File: src/rtl/inst_decoder.sv
// RV32I decode stage: extracts fields and immediates and classifies each instruction into
// register/ALU, memory and branch control bundles. cycleNum=2 puts an input register ahead of decode.
package inst_decoder_pkg;
  localparam int cXLEN = 32;
endpackage

module inst_decoder
  import inst_decoder_pkg::*;
#(
  parameter int cycleNum = 2
) (
  input  logic             iClk,
  input  logic             iRst,
  input  logic [cXLEN-1:0] iInst,
  input  logic [cXLEN-1:0] iCurPC,
  input  logic             iFlushPipe,
  output logic [106:0]     oDecoded,
  output logic [8:0]       oRegOp,
  output logic [5:0]       oMemOp,
  output logic [6:0]       oBranchOp
);

  localparam logic [6:0] OPC_LUI    = 7'b0110111;
  localparam logic [6:0] OPC_AUIPC  = 7'b0010111;
  localparam logic [6:0] OPC_JAL    = 7'b1101111;
  localparam logic [6:0] OPC_JALR   = 7'b1100111;
  localparam logic [6:0] OPC_BRANCH = 7'b1100011;
  localparam logic [6:0] OPC_LOAD   = 7'b0000011;
  localparam logic [6:0] OPC_STORE  = 7'b0100011;
  localparam logic [6:0] OPC_OPIMM  = 7'b0010011;
  localparam logic [6:0] OPC_OP     = 7'b0110011;

  localparam logic [3:0] ALU_ADD  = 4'd0;
  localparam logic [3:0] ALU_SUB  = 4'd1;
  localparam logic [3:0] ALU_SLL  = 4'd2;
  localparam logic [3:0] ALU_SLT  = 4'd3;
  localparam logic [3:0] ALU_SLTU = 4'd4;
  localparam logic [3:0] ALU_XOR  = 4'd5;
  localparam logic [3:0] ALU_SRL  = 4'd6;
  localparam logic [3:0] ALU_SRA  = 4'd7;
  localparam logic [3:0] ALU_OR   = 4'd8;
  localparam logic [3:0] ALU_AND  = 4'd9;

  function automatic logic [3:0] f_alu(input logic [2:0] f3, input logic alt);
    f_alu = ALU_ADD;
    case (f3)
      3'd0:    f_alu = alt ? ALU_SUB : ALU_ADD;
      3'd1:    f_alu = ALU_SLL;
      3'd2:    f_alu = ALU_SLT;
      3'd3:    f_alu = ALU_SLTU;
      3'd4:    f_alu = ALU_XOR;
      3'd5:    f_alu = alt ? ALU_SRA : ALU_SRL;
      3'd6:    f_alu = ALU_OR;
      default: f_alu = ALU_AND;
    endcase
  endfunction

  logic [cXLEN-1:0] w_inst;
  logic [cXLEN-1:0] w_pc;
  logic             w_vld;

  // w_vld marks a stage-1 slot that holds a real instruction rather than reset/flush residue
  generate
    if (cycleNum == 2) begin : g_in_reg
      logic [cXLEN-1:0] r_inst;
      logic [cXLEN-1:0] r_pc;
      logic             r_vld;
      always_ff @(posedge iClk) begin
        if (iRst || iFlushPipe) begin
          r_inst <= '0;
          r_pc   <= '0;
          r_vld  <= 1'b0;
        end else begin
          r_inst <= iInst;
          r_pc   <= iCurPC;
          r_vld  <= 1'b1;
        end
      end
      assign w_inst = r_inst;
      assign w_pc   = r_pc;
      assign w_vld  = r_vld;
    end else begin : g_no_in_reg
      assign w_inst = iInst;
      assign w_pc   = iCurPC;
      assign w_vld  = 1'b1;
    end
  endgenerate

  logic [6:0]       w_opcode;
  logic [2:0]       w_funct3;
  logic [6:0]       w_funct7;
  logic [4:0]       w_rd;
  logic [4:0]       w_rs1;
  logic [4:0]       w_rs2;
  logic [cXLEN-1:0] w_imm_i;
  logic [cXLEN-1:0] w_imm_s;
  logic [cXLEN-1:0] w_imm_b;
  logic [cXLEN-1:0] w_imm_u;
  logic [cXLEN-1:0] w_imm_j;

  assign w_opcode = w_inst[6:0];
  assign w_funct3 = w_inst[14:12];
  assign w_funct7 = w_inst[31:25];
  assign w_rd     = w_inst[11:7];
  assign w_rs1    = w_inst[19:15];
  assign w_rs2    = w_inst[24:20];
  assign w_imm_i  = {{20{w_inst[31]}}, w_inst[31:20]};
  assign w_imm_s  = {{20{w_inst[31]}}, w_inst[31:25], w_inst[11:7]};
  assign w_imm_b  = {{19{w_inst[31]}}, w_inst[31], w_inst[7], w_inst[30:25], w_inst[11:8], 1'b0};
  assign w_imm_u  = {w_inst[31:12], 12'b0};
  assign w_imm_j  = {{11{w_inst[31]}}, w_inst[31], w_inst[19:12], w_inst[20], w_inst[30:21], 1'b0};

  logic [cXLEN-1:0] w_imm;
  logic             w_legal;
  logic             w_rvalid, w_rdwr, w_useimm, w_islui, w_isauipc;
  logic [3:0]       w_aluop;
  logic             w_mvalid, w_load, w_store, w_uns;
  logic [1:0]       w_size;
  logic             w_bvalid, w_jal, w_jalr, w_br;
  logic [2:0]       w_cond;
  logic [8:0]       w_regop;
  logic [5:0]       w_memop;
  logic [6:0]       w_brop;

  always_comb begin
    w_imm     = '0;
    w_legal   = 1'b0;
    w_rvalid  = 1'b0;
    w_rdwr    = 1'b0;
    w_aluop   = ALU_ADD;
    w_useimm  = 1'b0;
    w_islui   = 1'b0;
    w_isauipc = 1'b0;
    w_mvalid  = 1'b0;
    w_load    = 1'b0;
    w_store   = 1'b0;
    w_size    = 2'd0;
    w_uns     = 1'b0;
    w_bvalid  = 1'b0;
    w_jal     = 1'b0;
    w_jalr    = 1'b0;
    w_br      = 1'b0;
    w_cond    = 3'd0;
    case (w_opcode)
      OPC_LUI, OPC_AUIPC: begin
        w_legal   = 1'b1;
        w_rvalid  = 1'b1;
        w_rdwr    = 1'b1;
        w_useimm  = 1'b1;
        w_islui   = (w_opcode == OPC_LUI);
        w_isauipc = (w_opcode == OPC_AUIPC);
        w_imm     = w_imm_u;
      end
      OPC_JAL: begin
        w_legal  = 1'b1;
        w_rvalid = 1'b1;
        w_rdwr   = 1'b1;
        w_bvalid = 1'b1;
        w_jal    = 1'b1;
        w_imm    = w_imm_j;
      end
      OPC_JALR: begin
        w_legal  = (w_funct3 == 3'd0);
        w_rvalid = 1'b1;
        w_rdwr   = 1'b1;
        w_useimm = 1'b1;
        w_bvalid = 1'b1;
        w_jalr   = 1'b1;
        w_imm    = w_imm_i;
      end
      OPC_BRANCH: begin
        w_legal  = (w_funct3 != 3'b010) && (w_funct3 != 3'b011);
        w_bvalid = 1'b1;
        w_br     = 1'b1;
        w_cond   = w_funct3;
        w_imm    = w_imm_b;
      end
      OPC_LOAD: begin
        w_legal  = (w_funct3 != 3'b011) && (w_funct3 != 3'b110) && (w_funct3 != 3'b111);
        w_rvalid = 1'b1;
        w_rdwr   = 1'b1;
        w_useimm = 1'b1;
        w_mvalid = 1'b1;
        w_load   = 1'b1;
        w_size   = w_funct3[1:0];
        w_uns    = w_funct3[2];
        w_imm    = w_imm_i;
      end
      OPC_STORE: begin
        w_legal  = (w_funct3 < 3'd3);
        w_mvalid = 1'b1;
        w_store  = 1'b1;
        w_size   = w_funct3[1:0];
        w_imm    = w_imm_s;
      end
      OPC_OPIMM: begin
        // shift-immediates carry funct7 in imm[11:5]; only SRAI may set bit 5
        w_legal  = (w_funct3 == 3'd1) ? (w_funct7 == 7'd0) :
                   (w_funct3 == 3'd5) ? ((w_funct7 == 7'd0) || (w_funct7 == 7'h20)) : 1'b1;
        w_rvalid = 1'b1;
        w_rdwr   = 1'b1;
        w_useimm = 1'b1;
        w_aluop  = f_alu(w_funct3, (w_funct3 == 3'd5) && w_funct7[5]);
        w_imm    = w_imm_i;
      end
      OPC_OP: begin
        w_legal  = (w_funct7 == 7'd0) ||
                   ((w_funct7 == 7'h20) && ((w_funct3 == 3'd0) || (w_funct3 == 3'd5)));
        w_rvalid = 1'b1;
        w_rdwr   = 1'b1;
        w_aluop  = f_alu(w_funct3, w_funct7[5]);
      end
      default: w_legal = 1'b0;
    endcase
    if (w_rd == 5'd0) w_rdwr = 1'b0;
  end

  assign w_regop = w_legal ? {w_rvalid, w_rdwr, w_aluop, w_useimm, w_islui, w_isauipc} : '0;
  assign w_memop = w_legal ? {w_mvalid, w_load, w_store, w_size, w_uns} : '0;
  assign w_brop  = w_legal ? {w_bvalid, w_jal, w_jalr, w_br, w_cond} : '0;

  logic [106:0] r_decoded;
  logic [8:0]   r_regop;
  logic [5:0]   r_memop;
  logic [6:0]   r_brop;

  always_ff @(posedge iClk) begin
    if (iRst || iFlushPipe || !w_vld) begin
      r_decoded <= '0;
      r_regop   <= '0;
      r_memop   <= '0;
      r_brop    <= '0;
    end else begin
      r_decoded <= {w_pc, w_imm, w_opcode, w_funct3, w_funct7, w_rd, w_rs1, w_rs2, w_legal, 10'd0};
      r_regop   <= w_regop;
      r_memop   <= w_memop;
      r_brop    <= w_brop;
    end
  end

  assign oDecoded  = r_decoded;
  assign oRegOp    = r_regop;
  assign oMemOp    = r_memop;
  assign oBranchOp = r_brop;

endmodule

File: config.mk
export PLATFORM = sky130hd
export DESIGN_NAME = inst_decoder
export DESIGN_NICKNAME = d
export VERILOG_FILES = /design/src/rtl/inst_decoder.sv
export SDC_FILE = /design/constraint.sdc
export NUM_CORES = 1
export LEC_CHECK = 0
export ABC_AREA = 0
export CELL_PAD_IN_SITES_DETAIL_PLACEMENT = 1
export CELL_PAD_IN_SITES_GLOBAL_PLACEMENT = 2
export CORE_ASPECT_RATIO = 0.8
export CORE_UTILIZATION = 24
export CTS_CLUSTER_SIZE = 28
export DETAILED_ROUTE_END_ITERATION = 10
export GPL_TIMING_DRIVEN = 0
export PLACE_DENSITY = 0.83
export SETUP_SLACK_MARGIN = 0.3
export SYNTH_ARGS = -nofsm -noshare
export SYNTH_HDL_FRONTEND = slang
export SYNTH_SLANG_ARGS = --single-unit
File: constraint.sdc
create_clock -name iClk -period 1.9 [get_ports iClk]
set_input_delay 0.38 -clock iClk [delete_from_list [all_inputs] [get_ports iClk]]
set_output_delay 0.38 -clock iClk [all_outputs]
set_load 0.005 [all_outputs]
==> run summary, run 1 <==
Num CTS Buffers: 17
Routed WL: 17700 µm
GPL Wtd Cong: 0.793
Clk root buf: clkbuf_16
Die ar.: 0.0243 mm²
TritonCTS clock tree: yes
# IOs: 196
Final setup vio count: 0
Initial DRC count: 113
RSZ-0062 raised after global routing: yes
HP Class: reg2reg
Setup skew after layout: 0.0142 ns
Post-synth EDFFs: 0
Final setup TNS: 0 ns
Fin area: 0.00893 mm²
Crit share post-route: 99.3%
Post-synth top area share: 64.9%
Most frequent cell after synthesis: dfxtp_1
Outcome: finished, final reports clean
Critical Path RT: 2.23 ns
Met3 wire length: 1280 µm
CP Launch Type: register
GRT Total Usage: 14.9%
Hold Slack: 0.459 ns
Global-route wire length before repair: 26900 µm
DRT met1 WL: 7960 µm
Worst skew pair latency: 0.43 ns
CP max FO: 7
Yosys top cell by area: dfxtp_1
Drt drc: 0
Clock sink total: 184
Final Hold Fails: 0
Routed WL per cell: 16.5 µm
Crit-path cells: or4_4, o32a_1, nor2_2, a221oi_4, buf_6, nor4_4
Top sig layer: met4
Area contributors post-synth: dfxtp_1 (65%), and3_1 (7.4%), and2_1 (7.3%), a21oi_1 (2.3%), nand2_1 (2.1%)
Routed wl met2: 8200 µm
Die height: 140 µm
DR vias/cell: 4.19
Clk slew on worst S/H paths: 0.07 ns
H-Tree Level Count: 4
Post-synth top flop: dfxtp_1
Ys async rst share: 0%
YS warnings: 0
Peak VDD IR: 0.572 mV
Area post-placement: 0.00796 mm²
Register area share after synthesis: 64.9%
Register area: 0.00371 mm²
Grt total ovfl: 0
#FFs+latches synth: 184
Core box area: 0.0228 mm²
Kind of end point of the critical path: register
Pins Over Slew Limit: 0
Layout Nets: 818
Detailed-route via count: 4485
# port buffers: 185
Syn_area_per_cell: 11.0 µm²
Max cap viols: 0
Yosys cell types: 51
Max_slew headroom: 43.5%
Synth Instances: 517
Max Freq: 530 MHz
Leak: 4.29 nW
Antenna cell count: 0
Min Tclk post-route: 1.89 ns
Critical-path top delay cell: or4_4
Area grow syn2layout: 57.4%
DPL Wire Length: 12800 µm
Vias in the first global route: 4558
Synthesized area: 0.00567 mm²
Fillers: 2525
Critical Path Max Stage Delay: 0.53 ns
Row count: 49
Synth cell count leaders: dfxtp_1 (184), and3_1 (67), and2_1 (66)
Initial Utilization: 24.9%
Worst Tran Pin Value: 0.848 ns
Clock Path Buffers: 2
Area of the multi-input gates: 0.00199 mm²
Die Width: 174 µm
Initial DRT Pass Iterations: 5
Critical Path AT: 2.22 ns
Layout cell share with drive strength beyond 1: 20.2%
Worst setup path class: reg2reg
Power density over the cells: 909 mW/mm²
Initial antenna violation count: 0
Routed Antenna Nets: 0
Largest net degree at the start of global routing: 18
layout make-up:
type	instances	share of cell area, %
Buffer	46	3.60
Clock buffer	18	4.92
Clock inverter	14	2.06
Inverter	4	0.168
Multi-Input combinational cell	292	22.3
Sequential cell	184	41.6
Tap cell	306	4.29
Timing Repair Buffer	206	21.1
layer usage:
layer	vias up	track usage, %
met5	-	0
met4	0	5.17
met3	24	5.30
met2	137	23.7
met1	2148	18.8
li1	2176	-
registers in the layout, indices dropped and copies added, names as in the netlist:
| register | flops |
|---|---|
| oDecoded | 97 |
| g_in_reg.r_inst | 32 |
| g_in_reg.r_pc | 32 |
| oRegOp | 9 |
| oBranchOp | 7 |
| oMemOp | 6 |
| g_in_reg.r_vld | 1 |
path summary, 6_finish.rpt:
path | from | end | slack, ns | depth (start not counted)
min reg2reg | g_in_reg.r_pc[24] | oDecoded[99] | 0.46 | 1
min | g_in_reg.r_pc[24] | oDecoded[99] | 0.46 | 1
max reg2reg | g_in_reg.r_inst[31] | oMemOp[4] | 0.01 | 6
max | g_in_reg.r_inst[31] | oMemOp[4] | 0.01 | 6
worst max-delay path, delay by kind of cell, from the launching register on:
family	cells	cell delay [ns]
AOI/OAI and AO/OA	2	0.46
buffers and inverters	1	0.18
and+or+nand+nor	3	0.80
DFF	1	0.35
logic make-up (layout without fill, tap and decap cells):
| family | after synthesis | in the layout | share of synthesized area (%) |
|---|---|---|---|
| multiplexers | 1 | 1 | 0.198 |
| AO/OA/AOI/OAI | 49 | 49 | 5.80 |
| flip-flops | 184 | 184 | 64.9 |
| AND/OR/NAND/NOR | 232 | 232 | 24.3 |
| other | 1 | 10 | 0.0661 |
| buffers and inverters | 50 | 288 | 4.72 |
report_power, final:
group / switching (mW) / total, mW / internal (mW)
Sequential: 0.0396 / 3.96 / 3.92
Clock: 1.62 / 3.77 / 2.15
Combinational: 0.167 / 0.393 / 0.226
repair_timing:
| action | 4_1_cts | 5_1_grt |
|---|---|---|
| hold buffers | 0 | 0 |
| gates cloned | 2 | 0 |
| setup endpoints to repair | 300 | 107 |
| pin swaps | 9 | 10 |
| buffers inserted | 10 | 9 |
| resized for setup | 166 | 74 |
per-stage QoR:
stage / total power, mW / setup slack, ns / utilization (%) / cells
finish: 8.12 / 0.0125 / 39.2 / 1070
global route: 8.43 / -0.0580 / 39.2 / 1070
CTS: 8.22 / -0.0778 / 38.0 / 1061
detailed placement: 4.41 / -1.03 / 34.9 / 1017
global placement: 4.41 / -1.03 / 34.9 / 1017
floorplan: 4.18 / 0.168 / - / 526
cells in the final DEF, fill, tap and decap left out, drive strengths merged, types with 2 or more instances in the layout:
cell type	n
dfxtp	184
dlygate4sd2	119
and3	67
and2	67
clkdlybuf4s50	66
clkbuf	43
buf	42
nand2	32
a21oi	27
nor2	27
inv	13
conb	10
nor4	9
nor3	6
nand3	4
a22oi	4
o21ai	4
bufinv	3
nand2b	3
nor3b	3
or4	3
and4b	2
nand4b	2
o211ai	2
o22ai	2
clkinv	2
o21bai	2
Note: power is estimated with default switching activity, not from simulation.
==> run 2: changes to the inputs <==
Settings changed: CAP_MARGIN set to 15.
==> results of run 2 <==
No change in the layout: final DEF, timing and power equal those of run 1.
